==> src/rtl/ag32gbd_bus_capture_if.sv <==
// Cartridge bus as seen by the capture block, plus the decoded write-event
// outputs it produces. The capture block uses the slave view; whoever
// drives the cartridge pins and consumes the write events uses master.
interface ag32gbd_bus_capture_if;
    logic [15:0] Cart_a;
    logic [7:0]  Cart_d;
    logic        Cart_nWR;
    logic        wr_strobe;
    logic [15:0] wr_addr;
    logic [7:0]  wr_data;
    logic [1:0]  wr_region;
    logic        wr_timeout;

    modport slave (
        input  Cart_a, Cart_d, Cart_nWR,
        output wr_strobe, wr_addr, wr_data, wr_region, wr_timeout
    );

    modport master (
        output Cart_a, Cart_d, Cart_nWR,
        input  wr_strobe, wr_addr, wr_data, wr_region, wr_timeout
    );
endinterface

==> src/rtl/ag32gbd_bus_capture.sv <==
// Captures cartridge write cycles from an asynchronous bus: synchronizes
// nWR/address/data together, debounces the strobe, and reports each
// completed write (or a stuck-low abort) as a one-cycle event.
module ag32gbd_bus_capture #(
    parameter int FILTER_LEN = 3,
    parameter int MAX_LOW    = 255
) (
    input  logic                    sys_clock,
    input  logic                    sys_reset,
    ag32gbd_bus_capture_if.slave    bus
);

    localparam int SYNC_STAGES = 2;
    localparam int SYNC_W      = 25;   // {nWR, addr[15:0], data[7:0]}
    localparam logic [SYNC_W-1:0] SYNC_RST = {1'b1, 24'h000000};

    localparam int CNT_W  = $clog2(MAX_LOW + 1);
    localparam int CNT_W1 = CNT_W + 1;
    localparam logic [CNT_W:0]   C_FILTER = CNT_W1'(FILTER_LEN);
    localparam logic [CNT_W:0]   C_MAX    = CNT_W1'(MAX_LOW);
    localparam logic [CNT_W-1:0] CNT_ONE  = CNT_W'(1);
    localparam logic [CNT_W-1:0] CNT_SAT  = CNT_W'(MAX_LOW);

    typedef enum logic [2:0] {
        WAIT_HIGH,
        IDLE,
        FILTER,
        ARMED,
        STUCK
    } state_t;

    logic [SYNC_W-1:0] r_sync [SYNC_STAGES];
    logic [1:0]        r_prime;
    state_t            r_state;
    logic [CNT_W-1:0]  r_cnt;
    logic [15:0]       r_pend_addr;
    logic [7:0]        r_pend_data;
    logic              r_commit;
    logic              r_abort;
    logic              r_wr_strobe;
    logic [15:0]       r_wr_addr;
    logic [7:0]        r_wr_data;
    logic [1:0]        r_wr_region;
    logic              r_wr_timeout;

    logic              w_nwr_s;
    logic [15:0]       w_a_s;
    logic [7:0]        w_d_s;
    logic              w_settled;
    logic [CNT_W:0]    w_cnt_inc;
    logic [1:0]        w_region;

    assign w_nwr_s   = r_sync[SYNC_STAGES-1][24];
    assign w_a_s     = r_sync[SYNC_STAGES-1][23:8];
    assign w_d_s     = r_sync[SYNC_STAGES-1][7:0];
    // The reset value of the nWR chain is "high"; it only reflects the pin
    // once every stage has been refilled after reset. Without this, a strobe
    // held low across reset release would look like a fresh falling edge.
    assign w_settled = r_prime[1];
    assign w_cnt_inc = {1'b0, r_cnt} + CNT_W1'(1);

    // Two-stage synchronizer; strobe, address and data share one chain so they stay aligned.
    always_ff @(posedge sys_clock) begin
        if (sys_reset) begin
            for (int i = 0; i < SYNC_STAGES; i++) r_sync[i] <= SYNC_RST;
        end else begin
            r_sync[0] <= {bus.Cart_nWR, bus.Cart_a, bus.Cart_d};
            for (int i = 1; i < SYNC_STAGES; i++) r_sync[i] <= r_sync[i-1];
        end
    end

    // Tracks how many post-reset cycles have refilled the synchronizer.
    always_ff @(posedge sys_clock) begin
        if (sys_reset) r_prime <= 2'b00;
        else           r_prime <= {r_prime[0], 1'b1};
    end

    // Write-qualification FSM: debounce, capture, commit or abort.
    always_ff @(posedge sys_clock) begin
        if (sys_reset) begin
            r_state     <= WAIT_HIGH;
            r_cnt       <= '0;
            r_pend_addr <= 16'h0000;
            r_pend_data <= 8'h00;
            r_commit    <= 1'b0;
            r_abort     <= 1'b0;
        end else begin
            r_commit <= 1'b0;
            r_abort  <= 1'b0;
            case (r_state)
                WAIT_HIGH, STUCK: begin
                    r_cnt <= '0;
                    if (w_settled && w_nwr_s) r_state <= IDLE;
                end
                IDLE: begin
                    if (!w_nwr_s) begin
                        r_cnt <= CNT_ONE;
                        if (C_FILTER == CNT_W1'(1)) begin
                            r_state     <= ARMED;
                            r_pend_addr <= w_a_s;
                            r_pend_data <= w_d_s;
                        end else begin
                            r_state <= FILTER;
                        end
                    end
                end
                FILTER: begin
                    if (w_nwr_s) begin
                        r_state <= IDLE;   // too short: glitch
                        r_cnt   <= '0;
                    end else begin
                        r_cnt <= w_cnt_inc[CNT_W-1:0];
                        if (w_cnt_inc == C_FILTER) begin
                            // Data is captured here too so a write exactly
                            // FILTER_LEN samples long still has valid data.
                            r_state     <= ARMED;
                            r_pend_addr <= w_a_s;
                            r_pend_data <= w_d_s;
                        end
                    end
                end
                ARMED: begin
                    if (w_nwr_s) begin
                        r_commit <= 1'b1;
                        r_state  <= IDLE;
                        r_cnt    <= '0;
                    end else begin
                        r_pend_data <= w_d_s;
                        if (w_cnt_inc >= C_MAX) begin
                            r_abort <= 1'b1;
                            r_state <= STUCK;
                            r_cnt   <= CNT_SAT;
                        end else begin
                            r_cnt <= w_cnt_inc[CNT_W-1:0];
                        end
                    end
                end
                default: begin
                    r_state <= WAIT_HIGH;
                    r_cnt   <= '0;
                end
            endcase
        end
    end

    // Region decode of the pending address.
    always_comb begin
        w_region = 2'd3;
        case (r_pend_addr[15:13])
            3'b000:         w_region = 2'd0;
            3'b001:         w_region = 2'd1;
            3'b010, 3'b011: w_region = 2'd2;
            default:        w_region = 2'd3;
        endcase
    end

    // Output register: publishes a committed write or a timeout for one cycle.
    always_ff @(posedge sys_clock) begin
        if (sys_reset) begin
            r_wr_strobe  <= 1'b0;
            r_wr_timeout <= 1'b0;
            r_wr_addr    <= 16'h0000;
            r_wr_data    <= 8'h00;
            r_wr_region  <= 2'd0;
        end else begin
            r_wr_strobe  <= r_commit;
            r_wr_timeout <= r_abort;
            if (r_commit) begin
                r_wr_addr   <= r_pend_addr;
                r_wr_data   <= r_pend_data;
                r_wr_region <= w_region;
            end
        end
    end

    assign bus.wr_strobe  = r_wr_strobe;
    assign bus.wr_timeout = r_wr_timeout;
    assign bus.wr_addr    = r_wr_addr;
    assign bus.wr_data    = r_wr_data;
    assign bus.wr_region  = r_wr_region;

endmodule

==> src/flat_wrapper.sv <==
// flat-port wrapper written by rule: the top's interface ports become plain ports
module ag32gbd_bus_capture_flat 
#(
    parameter int FILTER_LEN = 3,
    parameter int MAX_LOW    = 255
)
  (sys_clock, sys_reset, bus_Cart_a, bus_Cart_d, bus_Cart_nWR, bus_wr_strobe, bus_wr_addr, bus_wr_data, bus_wr_region, bus_wr_timeout);
  ag32gbd_bus_capture_if bus_i ();
  input  logic sys_clock;
  input  logic sys_reset;
  input wire logic [$bits(bus_i.Cart_a)-1:0] bus_Cart_a;
  input wire logic [$bits(bus_i.Cart_d)-1:0] bus_Cart_d;
  input wire logic [$bits(bus_i.Cart_nWR)-1:0] bus_Cart_nWR;
  output wire logic [$bits(bus_i.wr_strobe)-1:0] bus_wr_strobe;
  output wire logic [$bits(bus_i.wr_addr)-1:0] bus_wr_addr;
  output wire logic [$bits(bus_i.wr_data)-1:0] bus_wr_data;
  output wire logic [$bits(bus_i.wr_region)-1:0] bus_wr_region;
  output wire logic [$bits(bus_i.wr_timeout)-1:0] bus_wr_timeout;
  assign bus_i.Cart_a = bus_Cart_a;
  assign bus_i.Cart_d = bus_Cart_d;
  assign bus_i.Cart_nWR = bus_Cart_nWR;
  assign bus_wr_strobe = bus_i.wr_strobe;
  assign bus_wr_addr = bus_i.wr_addr;
  assign bus_wr_data = bus_i.wr_data;
  assign bus_wr_region = bus_i.wr_region;
  assign bus_wr_timeout = bus_i.wr_timeout;
  ag32gbd_bus_capture #(.FILTER_LEN(FILTER_LEN), .MAX_LOW(MAX_LOW)) u_core (.sys_clock(sys_clock), .sys_reset(sys_reset), .bus(bus_i));
endmodule
==> config.mk <==
export PLATFORM = sky130hd
export DESIGN_NAME = ag32gbd_bus_capture_flat
export DESIGN_NICKNAME = d
export VERILOG_FILES = /design/src/rtl/ag32gbd_bus_capture_if.sv /design/src/rtl/ag32gbd_bus_capture.sv /design/src/flat_wrapper.sv
export SDC_FILE = /design/constraint.sdc
export NUM_CORES = 1
export LEC_CHECK = 0
export ABC_CLOCK_PERIOD_IN_PS = 3350
export CAP_MARGIN = 20
export CORE_UTILIZATION = 37
export DETAILED_ROUTE_END_ITERATION = 8
export PLACE_DENSITY = 0.54
export SLEW_MARGIN = 15
export SYNTH_ARGS = -nofsm -noshare
export SYNTH_HDL_FRONTEND = slang
export SYNTH_SLANG_ARGS = --single-unit
export TNS_END_PERCENT = 100
==> constraint.sdc <==
create_clock -name sys_clock -period 3.35 [get_ports sys_clock]
set_input_delay 0.8375 -clock sys_clock [delete_from_list [all_inputs] [get_ports sys_clock]]
set_output_delay 0.8375 -clock sys_clock [all_outputs]
set_load 0.05 [all_outputs]
==> results.sh <==
export IMPL_ys_types=44
export IMPL_powerDensity_mw_per_mm2=622.1
export IMPL_clk_pin_slew_ns=0.06
export IMPL_placed_area_sq_mm=0.004738
export IMPL_final_nets=485
export IMPL_final_area_sq_mm=0.005331
export IMPL_dieArea_sq_mm=0.01155
export IMPL_worst_pin_slew_ns=0.8866
export IMPL_syn_nets=435
export IMPL_ys_ff_latch=117
export IMPL_grt_overflow=0
export IMPL_gp_congestion=0.7941
export IMPL_dieHeight_microns=107.5
export IMPL_synthSimpleGateAreaFrac_pct=19.43
export IMPL_placed_cells=577
export IMPL_synthesis_area_sq_mm=0.004115
export IMPL_peakVddDrop_mv=0.3107
export IMPL_drt_initial_drc_count=119
export IMPL_synth_xor_area_share_pct=0.2128
export IMPL_core_region_area_sq_mm=0.01084
export IMPL_fillers=1008
export IMPL_cp_data_required_time_ns=3.72
export IMPL_clock_path_buffers=2
export IMPL_slew_violations=0
export IMPL_diodes=0
export IMPL_drc_errors=0
export IMPL_netlist_instances=406
export IMPL_cts_resized=0
export IMPL_cp_arrival_ns=2.97
export IMPL_r2r_start="u_core.r_cnt[0]$_SDFFE_PP0P_"
export IMPL_post_cts_buffers=0
export IMPL_ys_warn_count=0
export IMPL_end_kind="flip-flop"
export IMPL_numCtsBuffers=17
export IMPL_seq_area_frac_synth_pct=56.92
export IMPL_hold_path_startpoint="u_core.r_sync[0][24]$_SDFF_PP1_"
export IMPL_multi_input_area_sq_mm=0.001652
export IMPL_initial_core_util_pct=37.96
export IMPL_wl_per_cell_microns=12.15
export IMPL_whs_endpoint="u_core.r_sync[0][49]$_SDFF_PP1_"
export IMPL_cap_violations=0
export IMPL_grt_pass1_vias=2579
export IMPL_viasPerCell=4.678
export IMPL_async_flop_share_pct=0
export IMPL_drt_wl_total_microns=7399
export IMPL_num_io_pins=55
export IMPL_seq_area_sq_mm=0.002344
export IMPL_relSlewSlack_pct=40.89
export IMPL_timing_final_hold_violations=0
export IMPL_setup_viol=0
export IMPL_finalSetupTns_ns=0
export IMPL_clock_latency_ns=0.51
export IMPL_finalCriticalPeriod_ns=2.604
export IMPL_grt_util_all_layers_pct=13.94
export IMPL_synth_compound_area_share_pct=7.692
export IMPL_drtPass1Iterations=7
export IMPL_area_growth_syn_to_layout_pct=29.55
export IMPL_synth_top_family_by_area="simple AND/OR/NAND/NOR gates"
export IMPL_critical_path_class="flip-flop to flip-flop"
export IMPL_root_buffer="clkbuf_8"
export IMPL_stdcell_count=609
export IMPL_cts_tree="done"
export IMPL_holdWs_ns=0.4275
export IMPL_hold_buffers=0
export IMPL_hp_class="flip-flop to flip-flop"
export IMPL_num_rows=38
export IMPL_grt_pass1_wl_microns=12360
export IMPL_synth_adder_area_share_pct=0.6081
export IMPL_hold_depth=1
export IMPL_chipWidth_microns=107.5
export IMPL_cp_start_kind="flip-flop"
export IMPL_synth_main_ff_cell="dfxtp_1"
export IMPL_portBuffers=54
export IMPL_avgSynthCellArea_sq_um=10.14
export IMPL_htree_levels=4
export IMPL_reg2reg_depth=8
export IMPL_synth_edf_count=0
export IMPL_drive_above_1_share_pct=8.742
export IMPL_cts_sinks=117
export IMPL_run_status="complete, no violations"
export IMPL_r2r_end="u_core.r_pend_addr[2]$_SDFFE_PP0P_"
export IMPL_worst_path_max_fanout=16
export IMPL_place_hpwl_microns=4656
export IMPL_fin_crit_sh_pct=77.72
export IMPL_rsz0062_at_grt="false"
export IMPL_muxShareOfSynthArea_pct=12.19
export IMPL_antenna_left=0
export IMPL_antenna_found_initial=0
export IMPL_p_leak_nw=1.898
export IMPL_fmax_mhz=384.1
export IMPL_grt_max_degree=69
export IMPL_fin_skew_ns=0.01392
export IMPL_vias=2849
export IMPL_ff2ff_setup_slack_ns=0.75
layer usage:
| metal | wire length, microns | GRT usage (%) | vias to the layer above |
|---|---|---|---|
| li1 | - | - | 1470 |
| met3 | 238 | 4.358 | 2 |
| met2 | 3368 | 20.65 | 60 |
| met4 | 11 | 6.458 | 0 |
| met1 | 3780 | 18.44 | 1317 |
| met5 | 0 | 0 | - |
state kept, by name, summed over array words and instances, names as in the netlist:
| signal | cells |
|---|---|
| u_core.r_abort | 1 |
| u_core.bus.wr_region | 2 |
| u_core.r_cnt | 8 |
| u_core.r_sync | 50 |
| u_core.r_pend_data | 8 |
| u_core.r_pend_addr | 16 |
| u_core.bus.wr_data | 8 |
| u_core.r_prime | 2 |
| u_core.r_commit | 1 |
| u_core.bus.wr_timeout | 1 |
| u_core.bus.wr_addr | 16 |
| u_core.r_state | 3 |
| u_core.bus.wr_strobe | 1 |
worst max path at each step:
stage	startpoint	endpoint	slack, ns	cells after the start
final	u_core.r_cnt[0]$_SDFFE_PP0P_	u_core.r_pend_addr[2]$_SDFFE_PP0P_	0.75	8
after detailed placement	u_core.r_cnt[0]$_SDFFE_PP0P_	u_core.r_pend_addr[2]$_SDFFE_PP0P_	0.73	8
after global routing	u_core.r_cnt[0]$_SDFFE_PP0P_	u_core.r_pend_addr[9]$_SDFFE_PP0P_	0.50	8
after CTS	u_core.r_cnt[0]$_SDFFE_PP0P_	u_core.r_pend_addr[6]$_SDFFE_PP0P_	0.72	8
after floorplan	u_core.r_cnt[1]$_SDFFE_PP0P_	u_core.r_pend_addr[10]$_SDFFE_PP0P_	0.84	7
after global placement	u_core.r_cnt[0]$_SDFFE_PP0P_	u_core.r_pend_addr[2]$_SDFFE_PP0P_	0.83	8
cell families (layout without fill, tap and decap cells):
family	Yosys count	count (layout)
adder cells (fa/ha/maj)	2	2
buffers and inverters	29	92
AO/OA/AOI/OAI	49	49
flip-flops	117	117
AND/OR/NAND/NOR	158	158
multiplexers	50	50
XOR/XNOR	1	1
area by class of cell:
type                       instances  share of cell area, %
sequential                       117                  43.96
clock inverter                    15                  3.356
tap                              140                  3.286
multi-input combinational        260                  30.98
inverter                           4                 0.2816
timing repair buffer              56                  10.37
clock buffer                      17                  7.768
synthesized netlist by cell type, types with 2 or more instances:
cell | n | area share (%)
a21o_1 | 2 | 0.36
or2_2 | 3 | 0.46
buf_1 | 2 | 0.18
a31oi_1 | 5 | 0.76
nand2b_1 | 2 | 0.30
mux2i_1 | 49 | 12
inv_1 | 3 | 0.27
nor2b_1 | 51 | 7.8
o2111ai_1 | 2 | 0.43
o21a_1 | 3 | 0.55
ha_1 | 2 | 0.61
clkbuf_1 | 20 | 1.8
o21ai_0 | 10 | 1.2
a21oi_1 | 12 | 1.5
nor2_1 | 57 | 5.2
dfxtp_1 | 117 | 57
and4_1 | 2 | 0.43
and2_1 | 2 | 0.30
nand2_1 | 26 | 2.4
a211oi_1 | 6 | 1.1
nor3_1 | 2 | 0.24
nand3_1 | 5 | 0.61
nor3b_1 | 2 | 0.36
through the flow:
| stage | total power, mW | util (%) | setup WS, ns |
|---|---|---|---|
| floorplan | 1.558 | - | 0.8364 |
| global placement | 1.606 | 43.71 | 0.8288 |
| detailed placement | 1.608 | 43.71 | 0.7336 |
| CTS | 3.368 | 49.18 | 0.7248 |
| global route | 3.448 | 49.18 | 0.5001 |
| finish | 3.316 | 49.18 | 0.7465 |
critical path, stage by stage, from the launching register on:
cell and delay [ns]:
dfxtp_1 0.49, ha_1 0.27, nand3_1 0.16, nor2_1 0.25
mux2_2 0.42, nor4_4 0.25, buf_4 0.33, mux2i_1 0.23
nor2_1 0.06
where the power goes:
group	internal, mW	total [mW]	switching (mW)
registers	1.43	1.45	0.0259
logic	0.0658	0.123	0.0569
clock network	0.973	1.74	0.769
total	2.46	3.32	0.852
cells in the final DEF (no fill, tap or decap), drive strengths merged, types with 2 or more instances in the layout:
master	instances
nor2	57
nand2b	2
a21oi	12
nand2	26
o21ai	10
and2	2
nor3b	2
clkinv	6
nor3	2
o21a	3
o2111ai	2
buf	3
dfxtp	117
a31oi	5
clkdlybuf4s50	53
inv	13
a21o	2
mux2i	49
ha	2
and4	2
a211oi	6
nor2b	51
nand3	5
or2	3
clkbuf	17
(Power assumes the default switching activity.)
